--- config.mk ---
export PLATFORM = sky130hd
export DESIGN_NAME = mempool_tile_noc_arbiter
export DESIGN_NICKNAME = d
export VERILOG_FILES = /design/src/rtl/mempool_tile_noc_arbiter.sv
export SDC_FILE = /design/constraint.sdc
export NUM_CORES = 1
export LEC_CHECK = 0
export ABC_AREA = 1
export CORE_AREA = 2 2 184 186
export DETAILED_ROUTE_END_ITERATION = 7
export DIE_AREA = 0 0 186 188
export PLACE_DENSITY = 0.55
export SLEW_MARGIN = 20
export SYNTH_ARGS = -nofsm -noshare
export SYNTH_HDL_FRONTEND = slang
export SYNTH_SLANG_ARGS = --single-unit
--- constraint.sdc ---
create_clock -name clk_i -period 3.7 [get_ports clk_i]
set_input_delay 0.37 -clock clk_i [delete_from_list [all_inputs] [get_ports clk_i]]
set_output_delay 0.37 -clock clk_i [all_outputs]
set_load 0.02 [all_outputs]
--- src/rtl/mempool_tile_noc_arbiter.sv ---
// Round-robin arbiter sharing one NoC request link between tile master ports, with response routing
// and per-port outstanding limits. Define MEMPOOL_NOC_ARB_PERF_EN to build the grant/stall counters.
module mempool_tile_noc_arbiter #(
    parameter int unsigned NumPorts       = 3,
    parameter int unsigned MaxOutstanding = 8,
    parameter int unsigned ReqWidth       = 64,
    parameter int unsigned RspWidth       = 32,
    localparam int unsigned PortW = (NumPorts > 1) ? $clog2(NumPorts) : 1,
    localparam int unsigned CntW  = $clog2(MaxOutstanding + 1)
) (
    input  logic                               clk_i,
    input  logic                               rst_ni,
    input  logic [NumPorts-1:0][ReqWidth-1:0]  req_i,
    input  logic [NumPorts-1:0]                req_valid_i,
    output logic [NumPorts-1:0]                req_ready_o,
    output logic [ReqWidth-1:0]                req_o,
    output logic [PortW-1:0]                   req_port_o,
    output logic                               req_valid_o,
    input  logic                               req_ready_i,
    input  logic [RspWidth-1:0]                rsp_i,
    input  logic [PortW-1:0]                   rsp_port_i,
    input  logic                               rsp_valid_i,
    output logic                               rsp_ready_o,
    output logic [NumPorts-1:0][RspWidth-1:0]  rsp_o,
    output logic [NumPorts-1:0]                rsp_valid_o,
    input  logic [NumPorts-1:0]                rsp_ready_i,
    output logic                               idle_o,
    output logic                               err_o,
    output logic [31:0]                        perf_grants_o,
    output logic [31:0]                        perf_stalls_o
);

    // state | meaning
    // ARB   | pick first eligible port at or after rr_q, combinational grant
    // LOCK  | granted request stalled by the NoC, hold lock_q until handshake
    localparam logic [0:0] StArb  = 1'b0;
    localparam logic [0:0] StLock = 1'b1;

    logic [0:0]                      state_q, state_d;
    logic [PortW-1:0]                rr_q, rr_d;
    logic [PortW-1:0]                lock_q, lock_d;
    logic [NumPorts-1:0][CntW-1:0]   cnt_q, cnt_d;
    logic                            err_q, err_d;

    logic [NumPorts-1:0]             eligible;
    logic                            arb_found;
    logic [PortW-1:0]                arb_idx;
    logic                            grant_valid;
    logic [PortW-1:0]                grant_idx;
    logic                            req_hs;
    logic                            rsp_in_range;
    logic                            rsp_hs;
    logic [NumPorts-1:0]             cnt_inc;
    logic [NumPorts-1:0]             cnt_dec;

    always_comb begin
        eligible = '0;
        for (int p = 0; p < int'(NumPorts); p++) begin
            eligible[p] = req_valid_i[p] && (cnt_q[p] < CntW'(MaxOutstanding));
        end
    end

    always_comb begin
        int idx;
        arb_found = 1'b0;
        arb_idx   = '0;
        idx       = 0;
        for (int k = 0; k < int'(NumPorts); k++) begin
            idx = int'(rr_q) + k;
            if (idx >= int'(NumPorts)) begin
                idx = idx - int'(NumPorts);
            end
            if (!arb_found && eligible[PortW'(idx)]) begin
                arb_found = 1'b1;
                arb_idx   = PortW'(idx);
            end
        end
    end

    // A locked request keeps its slot even if other ports become eligible meanwhile.
    always_comb begin
        grant_idx   = arb_idx;
        grant_valid = arb_found;
        if (state_q == StLock) begin
            grant_idx   = lock_q;
            grant_valid = req_valid_i[lock_q];
        end
    end

    assign req_valid_o = rst_ni & grant_valid;
    assign req_port_o  = grant_idx;
    assign req_o       = req_i[grant_idx];
    assign req_hs      = req_valid_o & req_ready_i;

    always_comb begin
        req_ready_o = '0;
        if (rst_ni && grant_valid) begin
            req_ready_o[grant_idx] = req_ready_i;
        end
    end

    assign rsp_in_range = (int'(rsp_port_i) < int'(NumPorts));
    assign rsp_o        = {NumPorts{rsp_i}};

    // Out-of-range responses are sunk so the NoC link cannot wedge; they only raise err_o.
    always_comb begin
        rsp_valid_o = '0;
        rsp_ready_o = 1'b0;
        if (rst_ni) begin
            if (rsp_in_range) begin
                rsp_valid_o[rsp_port_i] = rsp_valid_i;
                rsp_ready_o             = rsp_ready_i[rsp_port_i];
            end else begin
                rsp_ready_o = 1'b1;
            end
        end
    end

    assign rsp_hs = rsp_valid_i & rsp_ready_o;

    always_comb begin
        cnt_inc = '0;
        cnt_dec = '0;
        cnt_d   = cnt_q;
        err_d   = err_q;
        for (int p = 0; p < int'(NumPorts); p++) begin
            cnt_inc[p] = req_hs && (grant_idx == PortW'(p));
            cnt_dec[p] = rsp_hs && rsp_in_range && (rsp_port_i == PortW'(p)) && (cnt_q[p] != '0);
            if (cnt_inc[p] && !cnt_dec[p]) begin
                cnt_d[p] = cnt_q[p] + CntW'(1);
            end else if (cnt_dec[p] && !cnt_inc[p]) begin
                cnt_d[p] = cnt_q[p] - CntW'(1);
            end
        end
        if (rsp_hs) begin
            if (!rsp_in_range) begin
                err_d = 1'b1;
            end else if (cnt_q[rsp_port_i] == '0) begin
                err_d = 1'b1;
            end
        end
        if ((state_q == StLock) && !req_valid_i[lock_q]) begin
            err_d = 1'b1;
        end
    end

    // A port abandoning its locked request releases the link back to arbitration.
    always_comb begin
        state_d = state_q;
        rr_d    = rr_q;
        lock_d  = lock_q;
        if (req_hs) begin
            state_d = StArb;
            rr_d    = (grant_idx == PortW'(NumPorts - 1)) ? '0 : grant_idx + PortW'(1);
        end else if (grant_valid) begin
            state_d = StLock;
            lock_d  = grant_idx;
        end else begin
            state_d = StArb;
        end
    end

    always_ff @(posedge clk_i or negedge rst_ni) begin
        if (!rst_ni) begin
            state_q <= StArb;
            rr_q    <= '0;
            lock_q  <= '0;
            cnt_q   <= '0;
            err_q   <= 1'b0;
        end else begin
            state_q <= state_d;
            rr_q    <= rr_d;
            lock_q  <= lock_d;
            cnt_q   <= cnt_d;
            err_q   <= err_d;
        end
    end

    assign err_o  = err_q;
    assign idle_o = !rst_ni || ((cnt_q == '0) && (req_valid_i == '0) && (state_q == StArb));

`ifdef MEMPOOL_NOC_ARB_PERF_EN
    logic [31:0] perf_grants_q;
    logic [31:0] perf_stalls_q;

    always_ff @(posedge clk_i or negedge rst_ni) begin
        if (!rst_ni) begin
            perf_grants_q <= '0;
            perf_stalls_q <= '0;
        end else begin
            if (req_hs) begin
                perf_grants_q <= perf_grants_q + 32'd1;
            end
            if (req_valid_o && !req_ready_i) begin
                perf_stalls_q <= perf_stalls_q + 32'd1;
            end
        end
    end

    assign perf_grants_o = perf_grants_q;
    assign perf_stalls_o = perf_stalls_q;
`else
    assign perf_grants_o = '0;
    assign perf_stalls_o = '0;
`endif

endmodule

==> results.md <==
- Worst hold slack: 0.492 ns
- Die H: ~190 µm
- Total number of H-tree levels: 1
- TritonRoute pass-1 iters: 4
- Fmax: 292 MHz
- Worst setup SP type: flip-flop
- Power Total: 7550 µW
- Part of the power in registers: ~5.2%
- DRT iter0 DRCs: approximately 160
- CTS clock-pin slew for the worst setup and hold paths: around 0.05 ns
- Most common cell in the netlist: nand2_1
- GRT Util Overall: 10.1%
- #FFs+latches synth: 18
- Dpl hpwl: 15400 µm
- Top cell type by total area after synthesis: buf_4
- Lkg Pwr: around 0.0033 µW
- Slew headroom: between 60% and 70%
- # setup viols final: 0
- Fill count: between 3000 and 4000
- Die X: 186 µm
- Psw: approximately 4300 µW
- Worst clock skew: 0.00351 ns
- P per Cell Area: about 1100 mW/mm²
- VDD IR max: approximately 0.00057 V
- Worst Hold Class: reg2reg
- Syn Std Cell Area: about 0.0045 mm²
- Post-synthesis instance total: between 700 and 800
- Area contributors post-synth: buf_4, nand2_1, nand3_1
- Fin nets: 1203
- Synth cell types: 31
- Syn Area/Cell: about 5.8 µm²
- Seq/Total Area, Yosys: under 10%
- Final hold vios: 0
- Total core area: approximately 0.033 mm²
- Clock buffer count from CTS: 3
- Post-route setup TNS: 0 ns
- Vias per cell: about 3.7
- Drc violations: 0
- EDFF count, synth: 0
- Top Ports: 472
- Maxcap violations: 0
- Clock power frac: under 10%
- WP data arrival: slightly above 3 ns
- Synth top area share: between 20% and 30%
- Dominant synthesized flop cell: dfrtp_1
- CTS tree: yes
- Switch share: ~57%
- GRT overflow: 0
- Async SR Flop Fraction: 100%
- Area of the die: about 0.035 mm²
- RSZ-0062 raised after global routing: false
- Worst EP required: about 3.3 ns
- Area Overhead vs Synth: 53.8%
- Fin. max-slew vios: 0
- Synth top cells by count: nand2_1, buf_4, nand3_1
- Critical Path End Type: output port
- Worst-Margin Slew: roughly 0.50 ns
- Port Buffers: around 280
- Gpl congestion: between 0.7 and 0.8
- Vias: between 5000 and 6000
- Yosys warnings: 0
- Status: completed
- Initial Utilization: 13.7%
- Worst-path maximum fanout: between 60 and 70
- Clk sink count: 18
- Global-route wire length before repair: between 20000 and 30000 µm
- Internal: between 3000 and 4000 µW
- Post-DR wirelength/cell: approximately 14 µm
- Setup Buffers After CTS: 0
- Clock Path Buffers: 2
- Clock Latency Late Sink: about 0.25 ns
- Final Critical Period: 3.42 ns
- Crit path kind: reg2out
- Final core utilization: between 20% and 30%
- Clock Root Buffer: clkbuf_16
- Period utilisation layout: roughly 93%
- Fraction of layout cells with a size suffix above 1: under 10%
- Final wirelength: 19100 µm
- Initial antenna violation count: 1
- Maximum number of pins on one net before global-route repair: 67
- Antenna Nets Post-Route: 0
- Comb power frac: 91.6%
- Number of global-route vias before repair: around 5000
- Rows: 67
-- final cells by class --
class	instances	area (µm²)	area share [%]
tap	448	561	8.03
inverter	28	105	1.51
clock buffer	4	88.8	1.27
multi-input combinational	600	2750	39.4
antenna	1	2.50	0.0359
timing repair buffer	301	3020	43.3
sequential	18	450	6.45
-- final timing paths --
kind / from / end / slack (ns) / depth (start not counted)
min in group asynchronous: rst_ni / state_q / 0.50 / 2
max in group asynchronous: rst_ni / rr_q[0] / 2.97 / 2
worst min register to register: err_o / err_o / 0.49 / 2
worst max-delay path: rr_q[0] / req_o[18] / 0.28 / 15
worst max register to register: rr_q[0] / cnt_q[7] / 0.38 / 22
worst min-delay path: err_o / err_o / 0.49 / 2
-- layout by cell type, fill, tap and decap left out, types with 2 or more instances in the layout --
cell type	count
clkdlybuf4s50_1	278
nor2_1	17
buf_4	15
o211ai_1	2
xnor2_1	6
buf_12	4
clkbuf_16	3
conb_1	64
nand2_1	308
nand2_2	5
dfrtp_1	18
inv_2	6
a21oi_1	4
fa_1	3
nand4_1	2
ha_1	11
inv_1	22
buf_6	4
o21ai_0	6
nor4_1	3
xor2_1	3
nand3_1	144
nor3_1	8
o21ai_1	3
a21o_1	3
-- routing by layer --
metal | vias to the layer above | routed length [µm] | global-route usage, %
li1 | 2601 | - | -
met1 | 2327 | 7610 | 11.5
met2 | 277 | 9660 | 19.3
met3 | 8 | 1800 | 2.87
met4 | 0 | 49 | 0.939
met5 | - | 0 | 0
-- critical path, stage by stage (launching register included) --
cell and delay [ns]:
dfrtp_1 0.37, inv_1 0.07, ha_1 0.38, inv_2 0.13, nand2_1 0.06, nand3_1 0.08, nand2_1 0.07, nand2_1 0.06
nand2_1 0.05, nand2_1 0.11, nand3_1 0.10, nand2_2 0.11, buf_12 0.33, nand3_1 0.12, nand2_1 0.12, clkdlybuf4s50_1 0.62
-- power groups by stage --
| stage | logic, µW | clock network (µW) | registers [µW] |
|---|---|---|---|
| after floorplan | 4420 | 0 | 369 |
| after global placement | 6930 | 0 | 392 |
| after detailed placement | 6930 | 0 | 396 |
| after CTS | 6960 | 250 | 395 |
| after global routing | 7590 | 257 | 409 |
| final | 6910 | 242 | 395 |
-- registers in the layout, indices dropped and copies added, names as in the netlist --
| signal | count |
|---|---|
| state_q | 1 |
| err_o | 1 |
| cnt_q | 12 |
| rr_q | 2 |
| lock_q | 2 |
-- per-stage QoR --
step	setup slack (ns)	area, µm²	instances
floorplan	0.418	4770	849
global placement	0.371	6870	1395
detailed placement	0.305	6870	1395
CTS	0.164	6960	1399
global route	0.00255	6980	1399
finish	0.275	6980	1400
-- cell families (layout without fill, tap and decap cells) --
| group | Yosys count | after routing | synth area share [%] |
|---|---|---|---|
| buffers and inverters | 231 | 333 | 35.1 |
| adders and majority gates | 15 | 15 | 4.63 |
| xor gates and xnor gates | 9 | 9 | 1.74 |
| and+or+nand+nor | 490 | 490 | 45.5 |
| DFF | 18 | 18 | 9.93 |
| muxes | 1 | 1 | 0.248 |
| AOI/OAI and AO/OA | 21 | 21 | 2.78 |
| other | 1 | 65 | 0.0826 |
-- what timing repair did --
item,4_1_cts,5_1_grt
endpoints found under the hold margin,0,0
endpoints found under the setup margin,0,62
hold buffers,0,0
gates resized for setup,0,5
Note: power is estimated with default switching activity, not from simulation.
